===== config.mk =====
export PLATFORM = sky130hd
export DESIGN_NAME = fetch_stage
export DESIGN_NICKNAME = d
export VERILOG_FILES = /design/src/rtl/fetch_stage.sv
export SDC_FILE = /design/constraint.sdc
export NUM_CORES = 2
export LEC_CHECK = 0
export CORE_ASPECT_RATIO = 0.5
export CORE_UTILIZATION = 55
export DETAILED_ROUTE_END_ITERATION = 16
export PLACE_DENSITY = 0.72
export SETUP_SLACK_MARGIN = 0.4
export SLEW_MARGIN = 20
export SYNTH_ARGS = -nofsm -noshare
export SYNTH_HDL_FRONTEND = slang
export SYNTH_SLANG_ARGS = --single-unit
export TNS_END_PERCENT = 5

===== constraint.sdc =====
create_clock -name clk -period 11.3 [get_ports clk]
set_input_delay 1.13 -clock clk [delete_from_list [all_inputs] [get_ports clk]]
set_output_delay 1.13 -clock clk [all_outputs]
set_load 0.03 [all_outputs]

===== src/rtl/fetch_stage.sv =====
// Instruction fetch stage with PC, word-addressed instruction memory and IF/ID register.
// Taken branches redirect the PC and flush IF/ID; stalls freeze both.
module fetch_stage #(
    parameter int          IMEM_DEPTH = 64,
    parameter logic [31:0] RESET_PC   = 32'h00000000
) (
    input  logic                          clk,
    input  logic                          reset,
    input  logic                          stall,
    input  logic                          branch,
    input  logic                          zero,
    input  logic [31:0]                   imm_ext,
    input  logic                          imem_we,
    input  logic [$clog2(IMEM_DEPTH)-1:0] imem_waddr,
    input  logic [31:0]                   imem_wdata,
    output logic [31:0]                   pc,
    output logic [31:0]                   id_instr,
    output logic                          id_valid,
    output logic [31:0]                   id_pc_plus4,
    output logic [5:0]                    opc,
    output logic [5:0]                    funct
);

    localparam int AW = $clog2(IMEM_DEPTH);

    logic [31:0] imem [IMEM_DEPTH];
    logic [AW-1:0] fetch_idx;
    logic [31:0]   fetch_word;
    logic [31:0]   pc_plus4;
    logic [31:0]   branch_target;
    logic          branch_taken;

    // Upper PC bits are dropped, so fetch addresses wrap around the memory.
    assign fetch_idx     = pc[AW+1:2];
    assign fetch_word    = imem[fetch_idx];
    assign pc_plus4      = pc + 32'd4;
    assign branch_target = id_pc_plus4 + (imm_ext << 2);
    assign branch_taken  = branch & zero & id_valid;

    // Memory is never cleared; loads are honoured even in reset or stall.
    always_ff @(posedge clk) begin
        if (imem_we) begin
            imem[imem_waddr] <= imem_wdata;
        end
    end

    always_ff @(posedge clk) begin
        if (reset) begin
            pc          <= RESET_PC;
            id_instr    <= 32'h0;
            id_valid    <= 1'b0;
            id_pc_plus4 <= 32'h0;
        end else if (branch_taken) begin
            pc          <= branch_target;
            id_instr    <= 32'h0;
            id_valid    <= 1'b0;
            id_pc_plus4 <= 32'h0;
        end else if (!stall) begin
            pc          <= pc_plus4;
            id_instr    <= fetch_word;
            id_valid    <= 1'b1;
            id_pc_plus4 <= pc_plus4;
        end
    end

    assign opc   = id_instr[31:26];
    assign funct = id_instr[5:0];

endmodule


==> results.txt <==
worst hold-check path type -> reg -> reg
max-cap viol count -> 0
die height -> 278 um
HP Start -> id_pc_plus4[0]
Clock Power Share -> 38.6%
DR WL/cell -> 32.3 um
r2r endpoint -> id_instr[31]
pre-CTS WS -> 6.40 ns
vias in the first global route -> 41600
critical path type -> reg -> reg
final period utilization -> 43.1%
Initial Util -> 55.9%
synthesized instance count -> 3914
number of hold buffers added after cts -> 0
max-slew violations -> 0
Net Sw Power -> 3.52 mW
part of the power in registers -> 54.5%
core area -> 150000 um2
Synth area leaders -> edfxtp_1, mux4_2, dfxtp_1
Die X -> 554 um
global placement routability congestion -> 0.867
setup TNS -> 0 ns
CTS max path bufs -> 3
Final Setup Violations -> 0
P&R area growth vs syn -> 12.3%
met1 Use GR -> 38.3%
headroom to the max-slew limit -> 22.1%
initial antenna violation count -> 12
Congestion Overflow GR -> 0
overall via count from detail_route -> 41400
Leakage -> 28.7 nW
Internal -> 12.7 mW
share of layout cells above drive strength 1 -> 25.0%
Critical Path AT -> 5.52 ns
Tmin final -> 4.87 ns
Setup Buffers After CTS -> 0
RR Startpoint -> pc[2]
IO Pins -> 185
number of I/O port buffers -> 182
CP Capture Type -> flop
drt initial violations -> 5469
TritonCTS buffer count -> 181
post-synth top area share -> 73.3%
synth warn -> 0
register area share after synthesis -> 75.6%
Overall Global Routing Usage -> 26.6%
CTS tree -> yes
Detail Placement HPWL -> 110 mm
Worst Setup SP -> pc[2]
power per cell area -> 172 nW/um2
Final nets -> 4254
DRC Markers -> 0
Worst-Skew Late Latency -> 0.82 ns
WL final -> 203 mm
clock skew -> 0.0335 ns
Clk pin slew, worst setup/hold paths -> 0.07 ns
fin area -> 94200 um2
syn nets -> 4021
Max Clk Rate -> 205 MHz
min setup slack post-route -> 6.43 ns
row cnt -> 100
Crit Path Max Fanout -> 105
maximum VDD drop -> 0.000126 V
dpl cell area -> 88200 um2
antenna-violating nets left -> 0
register bit total from synthesis -> 2145
unrepaired setup endpoints after global routing -> no
post-CTS sizing -> 0
Hold Fails Final Rpt -> 0
DR pass1 iterations -> 5
die area -> 154000 um2
H-tree depth -> 4
switching part of the total -> 21.7%
Netlist cell types -> 63
hold depth -> 2
global-route met3 utilization -> 5.69%
Reg2Reg Depth -> 9
synthesized cell area -> 83900 um2
combinational power share -> 6.9%
Vias/cell -> 6.57
Reg2Reg Setup Slack -> 6.43 ns
post-synth top area cell -> edfxtp_1
Clock Tree Root -> clkbuf_16
global-route wire length before repair -> 291 mm
clock sink count -> 2145
outcome -> completed
hold endpoint -> pc[0]
Main synth FF type -> edfxtp_1
busiest grt layer -> met2
Least-Margin Pin Slew -> 1.17 ns
asr flop ratio synth -> 0%
syn avg cell area -> 21.4 um2
largest net degree at the start of global routing -> 132
Critical Path RT -> 11.95 ns
CP Launch Type -> flop
Post-synth EDFFs -> 2048
met2 GRT Util -> 41.7%
[state kept, by name (all words and copies together), names as in the netlist]
signal	flops
id_pc_plus4	32
id_valid	1
imem	2048
pc	32
id_instr	32
[power groups by stage]
stage	sequential, mW	clock (mW)	combinational [mW]
2_1_floorplan	9.00	0	0.704
3_3_place_gp	9.00	0	1.09
3_5_place_dp	9.01	0	1.11
4_1_cts	8.83	6.32	1.12
5_1_grt	8.84	6.61	1.17
6_report	8.83	6.25	1.11
[critical path, stage by stage (launching register included)]
cell	delay (ns)
dfxtp_4	0.86
buf_12	0.67
buf_4	0.83
mux4_2	0.59
a211oi_1	0.76
a211oi_1	0.13
a21oi_1	0.17
nor2_1	0.11
nor3_1	0.26
a21oi_1	0.10
[stage by stage]
step | util [%] | power (mW) | hold WS, ns | cells
2_1_floorplan | - | 9.70 | 0.449 | 3914
3_3_place_gp | 58.8 | 10.1 | 0.461 | 5952
3_5_place_dp | 58.8 | 10.1 | 0.471 | 5952
4_1_cts | 62.7 | 16.3 | 0.483 | 6291
5_1_grt | 62.8 | 16.6 | 0.523 | 6292
6_report | 62.8 | 16.2 | 0.481 | 6294
[cell families after synthesis]
family	after synthesis	share of synthesized area, %
simple gates	423	2.33
xor+xnor	78	0.814
compound gates	286	2.14
mux	710	17.2
flops	2145	75.6
buf+inv	241	1.40
fa+ha+maj	31	0.471
[worst max path at each step]
stage                        end  cells after the start
detailed placement  id_instr[31]                      9
global route        id_instr[31]                      9
finish              id_instr[31]                      9
CTS                 id_instr[31]                      9
global placement    id_instr[31]                      9
floorplan            imem[48][0]                      4
[cell usage after synthesis (all sizes together) (5+ instances only)]
library cell / number
mux2i: 120
nand2b: 5
nand4: 16
and3: 7
clkbuf: 80
a21oi: 87
mux4: 586
ha: 30
a211oi: 53
nor3: 35
buf: 151
nor4: 6
inv: 9
or3: 9
edfxtp: 2048
xnor2: 36
nor2b: 28
o21a: 5
xor2: 42
nor2: 183
and2: 5
o21ai: 40
a31oi: 6
a21o: 20
o211ai: 5
nand2: 77
nand3: 37
dfxtp: 97
o22ai: 46
[area by class of cell]
cell class	count	area, um2
Sequential cell	2145	63500
Fill cell	9877	55800
Multi-Input combinational cell	1528	19800
Clock buffer	227	4920
Timing Repair Buffer	281	2520
Tap cell	1989	2490
Clock inverter	112	982
Inverter	10	37.5
Antenna cell	2	5.00
[placed cells by master (no fill, tap or decap), types with 6 or more instances in the layout]
cell             synthesis  routed
buf_12                   0       7
o22ai_1                 46      46
clkbuf_8                 0       7
clkbuf_1                79      32
mux2i_1                120     120
a211oi_1                53      53
dfxtp_1                 97      91
o21ai_0                 36      36
a21oi_1                 87      87
clkinv_1                 1      34
inv_6                    0       6
nor3_1                  34      32
mux4_2                 586     586
xor2_1                  42      42
clkinvlp_4               0       7
or3_1                    9       9
buf_2                  109      19
clkbuf_16                0     188
nand3_1                 37      37
xnor2_1                 36      36
a21o_1                  20      20
nand2_1                 77      77
nor4_1                   6       6
bufinv_16                0      14
ha_1                    30      30
inv_1                    9       9
clkinv_2                 0      42
and3_1                   7       7
buf_4                   19     106
edfxtp_1              2048    2048
nor2_4                   0      63
nor2_1                 182     119
a31oi_1                  6       6
nor2b_1                 28      28
nand4_1                 15      15
clkdlybuf4s50_1          0     149
[layer usage]
layer | share of wire, % | up-vias
met3 | 11 | 324
met1 | 39 | 22000
met2 | 47 | 2238
li1 | - | 16800
met4 | 2.5 | 12
met5 | 0.042 | -
Note: power is estimated with default switching activity, not from simulation.
